### src/rtl/sram_bridge_pkg.sv
// Shared types and constants for the 16-bit-word to 8-bit async SRAM bridge.
package sram_bridge_pkg;

    localparam int ADDR_W_DEF     = 21;
    localparam int STROBE_CYC_DEF = 2;

    localparam logic LANE_LO = 1'b0;
    localparam logic LANE_HI = 1'b1;

    typedef enum logic [2:0] {
        IDLE   = 3'd0,
        SETUP  = 3'd1,
        STROBE = 3'd2,
        HOLD   = 3'd3,
        ACK    = 3'd4
    } state_t;

    function automatic logic [7:0] lane_byte(input logic [15:0] word, input logic lane);
        return lane ? word[15:8] : word[7:0];
    endfunction

endpackage

### src/rtl/sram_byte_bridge.sv
// Splits 16-bit word requests with byte enables into timed byte cycles on an
// 8-bit asynchronous SRAM; every pin is driven straight from a flop.
//
// state  | meaning
// IDLE   | waiting for req; busy=0
// SETUP  | address (and write data) presented, WE_n still high
// STROBE | WE_n low for writes / read data settling, STROBE_CYC cycles
// HOLD   | WE_n high again, address and data held; pick next lane or finish
// ACK    | one-cycle completion pulse, data bus released
module sram_byte_bridge
    import sram_bridge_pkg::*;
#(
    parameter int ADDR_W     = ADDR_W_DEF,
    parameter int STROBE_CYC = STROBE_CYC_DEF
) (
    input  logic              clk_100,
    input  logic              rst_n,
    input  logic              req,
    input  logic              we,
    input  logic [ADDR_W-2:0] addr,
    input  logic [1:0]        be,
    input  logic [15:0]       wdata,
    output logic              busy,
    output logic              ack,
    output logic [15:0]       rdata,
    output logic [ADDR_W-1:0] SRAM_A,
    output logic [7:0]        sram_dq_o,
    output logic              sram_dq_oe,
    input  logic [7:0]        sram_dq_i,
    output logic              SRAM_WE_n
);

    localparam int               CNT_W    = $clog2(STROBE_CYC) + 1;
    localparam logic [CNT_W-1:0] CNT_LOAD = CNT_W'(STROBE_CYC - 1);

    if (STROBE_CYC < 1) begin : g_bad_strobe
        $error("sram_byte_bridge: STROBE_CYC must be at least 1");
    end

    state_t            r_state;
    logic              r_we;
    logic [ADDR_W-2:0] r_addr;
    logic              r_be_hi;
    logic [7:0]        r_wdata_hi;
    logic              r_lane;
    logic [CNT_W-1:0]  r_cnt;
    logic [15:0]       r_rbuf;
    logic              r_busy;
    logic              r_ack;
    logic [15:0]       r_rdata;
    logic [ADDR_W-1:0] r_sram_a;
    logic [7:0]        r_dq_o;
    logic              r_dq_oe;
    logic              r_we_n;

    logic              w_first_lane;

    assign w_first_lane = be[0] ? LANE_LO : LANE_HI;

    always_ff @(posedge clk_100 or negedge rst_n) begin
        if (!rst_n) begin
            r_state    <= IDLE;
            r_we       <= 1'b0;
            r_addr     <= '0;
            r_be_hi    <= 1'b0;
            r_wdata_hi <= '0;
            r_lane     <= LANE_LO;
            r_cnt      <= '0;
            r_rbuf     <= '0;
            r_busy     <= 1'b0;
            r_ack      <= 1'b0;
            r_rdata    <= '0;
            r_sram_a   <= '0;
            r_dq_o     <= '0;
            r_dq_oe    <= 1'b0;
            r_we_n     <= 1'b1;
        end else begin
            r_ack <= 1'b0;
            case (r_state)
                IDLE: begin
                    if (req) begin
                        r_we       <= we;
                        r_addr     <= addr;
                        r_be_hi    <= be[1];
                        r_wdata_hi <= wdata[15:8];
                        r_rbuf     <= '0;
                        r_busy     <= 1'b1;
                        if (be == 2'b00) begin
                            r_state <= ACK;
                            r_ack   <= 1'b1;
                        end else begin
                            r_state  <= SETUP;
                            r_lane   <= w_first_lane;
                            r_sram_a <= {addr, w_first_lane};
                            if (we) begin
                                r_dq_o  <= lane_byte(wdata, w_first_lane);
                                r_dq_oe <= 1'b1;
                            end
                        end
                    end
                end
                SETUP: begin
                    r_state <= STROBE;
                    r_cnt   <= CNT_LOAD;
                    if (r_we) begin
                        r_we_n <= 1'b0;
                    end
                end
                STROBE: begin
                    if (r_cnt == '0) begin
                        r_state <= HOLD;
                        r_we_n  <= 1'b1;
                        // Read data has settled for the whole strobe window by now.
                        if (!r_we) begin
                            if (r_lane == LANE_HI) begin
                                r_rbuf[15:8] <= sram_dq_i;
                            end else begin
                                r_rbuf[7:0] <= sram_dq_i;
                            end
                        end
                    end else begin
                        r_cnt <= r_cnt - 1'b1;
                    end
                end
                HOLD: begin
                    if (r_lane == LANE_LO && r_be_hi) begin
                        r_state  <= SETUP;
                        r_lane   <= LANE_HI;
                        r_sram_a <= {r_addr, LANE_HI};
                        if (r_we) begin
                            r_dq_o <= r_wdata_hi;
                        end
                    end else begin
                        r_state <= ACK;
                        r_ack   <= 1'b1;
                        r_dq_oe <= 1'b0;
                        // Disabled lanes stay zero because r_rbuf is cleared on accept.
                        if (!r_we) begin
                            r_rdata <= r_rbuf;
                        end
                    end
                end
                ACK: begin
                    r_state <= IDLE;
                    r_busy  <= 1'b0;
                end
                default: begin
                    r_state <= IDLE;
                    r_busy  <= 1'b0;
                    r_dq_oe <= 1'b0;
                    r_we_n  <= 1'b1;
                end
            endcase
        end
    end

    assign busy       = r_busy;
    assign ack        = r_ack;
    assign rdata      = r_rdata;
    assign SRAM_A     = r_sram_a;
    assign sram_dq_o  = r_dq_o;
    assign sram_dq_oe = r_dq_oe;
    assign SRAM_WE_n  = r_we_n;

endmodule

### config.mk
export PLATFORM = sky130hd
export DESIGN_NAME = sram_byte_bridge
export DESIGN_NICKNAME = d
export VERILOG_FILES = /design/src/rtl/sram_bridge_pkg.sv /design/src/rtl/sram_byte_bridge.sv
export SDC_FILE = /design/constraint.sdc
export NUM_CORES = 1
export LEC_CHECK = 0
export BUFFER_PORTS_ARGS = -buffer_cell sky130_fd_sc_hd__buf_2
export CAP_MARGIN = 20
export CORE_MARGIN = 2
export CORE_UTILIZATION = 50
export CTS_BUF_LIST = sky130_fd_sc_hd__clkbuf_16
export DETAILED_ROUTE_END_ITERATION = 10
export MAX_ROUTING_LAYER = met4
export PLACE_DENSITY = 0.72
export SLEW_MARGIN = 10
export SYNTH_ARGS = -nofsm -noshare
export SYNTH_HDL_FRONTEND = slang
export SYNTH_SLANG_ARGS = --single-unit
### constraint.sdc
create_clock -name clk_100 -period 3.14 [get_ports clk_100]
set_input_delay 0.628 -clock clk_100 [delete_from_list [all_inputs] [get_ports clk_100]]
set_output_delay 0.628 -clock clk_100 [all_outputs]
set_load 0.005 [all_outputs]
==> run_summary.xml <==
<?xml version="1.0" encoding="UTF-8"?>
<metrics>
  <group name="floorplanning">
    <metric name="std_cell_rows" unit="">34</metric>
    <metric name="die_w" unit="microns">97.5</metric>
    <metric name="core-area" unit="sq um">8590</metric>
    <metric name="floorplan.io_pins" unit="">99</metric>
    <metric name="die_y" unit="microns">97.5</metric>
    <metric name="die_area" unit="sq um">9510</metric>
    <metric name="floorplan.initialDensity" unit="%">50.9</metric>
  </group>
  <group name="synth">
    <metric name="syn_avg_cell_area" unit="sq um">10.8</metric>
    <metric name="yosysWarningCount" unit="">0</metric>
    <metric name="syn_area" unit="sq um">4370</metric>
    <metric name="ys.flop_type" unit="">dfrtp_1</metric>
    <metric name="async_flop_share" unit="%">100</metric>
    <metric name="ys_seq_elements" unit="">100</metric>
    <metric name="synth_edf_count" unit="">0</metric>
    <metric name="post_synth_inst_count" unit="">406</metric>
    <metric name="synth_cell_type_count" unit="">38</metric>
    <metric name="proportion_of_synthesized_chip_area_in_sequential_cells" unit="%">57.3</metric>
    <metric name="syn-num-nets" unit="">457</metric>
  </group>
  <group name="cells_and_area">
    <metric name="layout.cells.most_common_list" unit="">dfrtp_1 (99), nand2_1 (97), buf_2 (97)</metric>
    <metric name="combined_area_of_the_multi_input_logic_cells" unit="sq um">1710</metric>
    <metric name="fillCellCount" unit="">717</metric>
    <metric name="layout_commonest_cell" unit="">dfrtp_1</metric>
    <metric name="num_antenna_cells" unit="">0</metric>
    <metric name="fin_area" unit="sq um">5290</metric>
    <metric name="areaGrowthSynthToFinish" unit="%">21.0</metric>
    <metric name="layoutNonFillerInstCount" unit="">608</metric>
    <metric name="fraction_of_layout_instances_using_a_drive_strength_above_1" unit="%">32.0</metric>
    <metric name="finish.utilization" unit="%">61.6</metric>
    <metric name="seqCellArea" unit="sq um">2500</metric>
    <metric name="design.final.nets" unit="">547</metric>
  </group>
  <group name="sta">
    <metric name="tightestPinTransition" unit="ns">0.847</metric>
    <metric name="final.min_clock_period" unit="ns">2.23</metric>
    <metric name="fin_tns_setup" unit="ns">0</metric>
    <metric name="hold_viol" unit="">0</metric>
    <metric name="period_share" unit="%">71.0</metric>
    <metric name="worst_clock_skew" unit="ns">0.00782</metric>
    <metric name="maxClockFrequency" unit="MHz">449</metric>
    <metric name="grt_setup_unrepaired" unit="">no</metric>
    <metric name="final-setup-viol-count" unit="">0</metric>
    <metric name="slew_viols_final" unit="">0</metric>
    <metric name="maxSlewHeadroom" unit="%">43.4</metric>
  </group>
  <group name="worst_setup_path">
    <metric name="cp_num_buf_inv" unit="">1</metric>
    <metric name="worst_ep_arrival_time" unit="ns">2.44</metric>
    <metric name="worst-path-max-fanout" unit="">8</metric>
    <metric name="setup.worst_path.start_class" unit="">flip-flop</metric>
    <metric name="cp_top_family" unit="">compound AO/OA/AOI/OAI gates</metric>
    <metric name="path_cells" unit="">inv_1, ha_1, nand4_1, a211oi_2, mux2_2</metric>
    <metric name="max_stage_delay" unit="ns">0.77</metric>
    <metric name="timing.critical_path.required" unit="ns">3.35</metric>
    <metric name="setup.worst_path.class" unit="">reg2reg</metric>
    <metric name="slowest_cell_on_the_critical_path" unit="">a211oi_2</metric>
    <metric name="worst_setup_path_end_kind" unit="">flip-flop</metric>
  </group>
  <group name="run_status">
    <metric name="outcome" unit="">complete, no violations</metric>
  </group>
  <group name="grt">
    <metric name="maximum_number_of_pins_on_one_net_before_global_route_repair" unit="">60</metric>
    <metric name="grt_pass1_vias" unit="">3192</metric>
    <metric name="wire_length_of_the_first_global_routing_pass" unit="microns">15300</metric>
    <metric name="antenna_found_initial" unit="">0</metric>
    <metric name="track_usage" unit="%">20.4</metric>
    <metric name="grt.overflow.total" unit="">0</metric>
  </group>
  <group name="clock_network">
    <metric name="post_cts_buffers" unit="">0</metric>
    <metric name="numClockSinks" unit="">100</metric>
    <metric name="post_cts_resize_count" unit="">0</metric>
    <metric name="clock_tree.buffer_depth" unit="">2</metric>
    <metric name="clk_transition_reported_paths" unit="ns">0.07</metric>
    <metric name="cts_made_buffers" unit="">9</metric>
    <metric name="ctsRootBufferMaster" unit="">clkbuf_16</metric>
    <metric name="cts_hold_buffers" unit="">0</metric>
    <metric name="worstSkewPairLatency" unit="ns">0.33</metric>
    <metric name="cts_max_level" unit="">3</metric>
    <metric name="tritoncts_clock_tree" unit="">built</metric>
  </group>
  <group name="job">
    <metric name="drv_cap" unit="">0</metric>
  </group>
  <group name="routing">
    <metric name="route.antenna.remaining_nets" unit="">0</metric>
    <metric name="iteration_0_drc_markers" unit="">127</metric>
    <metric name="post_drt_via_cell_ratio" unit="">5.15</metric>
    <metric name="drt_total_wl" unit="microns">9070</metric>
    <metric name="route.detailed.drc" unit="">0</metric>
    <metric name="detail_route.first_pass.iterations" unit="">4</metric>
    <metric name="post_drt_wl_per_cell" unit="microns">14.9</metric>
    <metric name="num_vias" unit="">3134</metric>
  </group>
  <group name="placement">
    <metric name="place_hpwl" unit="microns">6010</metric>
    <metric name="place_area" unit="sq um">4940</metric>
    <metric name="port_buffers" unit="">98</metric>
    <metric name="finalWeightedCongestion" unit="">0.758</metric>
    <metric name="placed_cells_incl_taps" unit="">592</metric>
  </group>
  <group name="power">
    <metric name="total_power" unit="mW">5.26</metric>
    <metric name="p_per_area" unit="nW/um^2">995</metric>
    <metric name="vdd_drop_max" unit="mV">0.448</metric>
    <metric name="leakagePower" unit="nW">2.81</metric>
  </group>
  <group name="worst_hold_path">
    <metric name="hold_path.class" unit="">in2async</metric>
  </group>
</metrics>
==> routing by layer <==
layer  GRT usage [%]  part of all wire, %  vias up
met1            27.5                   47     1526
met3            3.38                  4.4        8
met2            32.1                   47       82
met5               -                    0        -
li1                -                    -     1518
met4            6.09                 0.90        0
==> cell usage after synthesis, types with 2 or more instances <==
cell type | number | area share, %
dfrtp_1 | 99 | 57
o21a_1 | 2 | 0.34
inv_1 | 12 | 1.0
nand2_1 | 97 | 8.3
o21ai_0 | 11 | 1.3
mux2_2 | 32 | 8.2
nor3_1 | 2 | 0.23
mux2i_1 | 36 | 8.2
buf_4 | 5 | 0.86
or2_2 | 2 | 0.29
and2_1 | 8 | 1.1
a21oi_1 | 23 | 2.6
buf_1 | 2 | 0.17
o32a_1 | 2 | 0.46
nor2_1 | 27 | 2.3
nand2b_1 | 4 | 0.57
a21o_1 | 2 | 0.34
buf_2 | 8 | 0.92
a31oi_1 | 4 | 0.57
clkbuf_1 | 9 | 0.77
nor2b_1 | 2 | 0.29
==> cell families after synthesis <==
family                   share of synthesized area, %
buffers and inverters                            3.86
adder cells (fa/ha/maj)                         0.515
AND/OR/NAND/NOR                                  14.4
multiplexers                                     16.5
XOR/XNOR                                        0.200
flip-flops                                       57.3
AO/OA/AOI/OAI                                    7.24
==> power breakdown <==
part / leakage [nW] / switching, mW / internal, mW
clock: 0.166 / 0.455 / 0.777
sequential: 1.24 / 0.385 / 1.86
combinational: 1.40 / 0.925 / 0.861
total: 2.81 / 1.77 / 3.50
==> sequential cells by signal, summed over array words and instances (netlist names) <==
name        flops
busy            1
r_wdata_hi      8
SRAM_A         20
r_state         3
sram_dq_o       8
r_be_hi         1
r_addr         20
sram_dq_oe      1
r_lane          1
ack             1
r_we            1
r_cnt           2
rdata          16
r_rbuf         16
SRAM_WE_n       1
==> metrics by stage <==
step                      hold slack (ns)  setup slack (ns)
after CTS                           0.404             0.917
final                               0.368             0.912
after global placement              0.453             0.968
after floorplan                     0.332              1.24
after global routing                0.441             0.737
after detailed placement            0.457             0.925
==> area by class of cell <==
cell class / count / area share, %
clock buffer: 9 / 4.26
inverter: 12 / 0.851
multi-input combinational: 269 / 32.3
tap: 108 / 2.55
sequential: 100 / 47.3
timing repair buffer: 104 / 10.5
clock inverter: 6 / 2.13
==> worst paths after layout <==
path	startpoint	to	slack (ns)	depth (start not counted)
worst min register to register	r_wdata_hi[2]	r_wdata_hi[2]	0.47	2
worst max register to register	r_cnt[0]	r_rbuf[9]	0.91	5
min in group clk_100	r_wdata_hi[2]	r_wdata_hi[2]	0.47	2
worst min-delay path	rst_n	sram_dq_o[0]	0.37	1
worst max-delay path	r_cnt[0]	r_rbuf[9]	0.91	5
max in group asynchronous	rst_n	busy	2.06	2
Note: power is estimated with default switching activity, not from simulation.
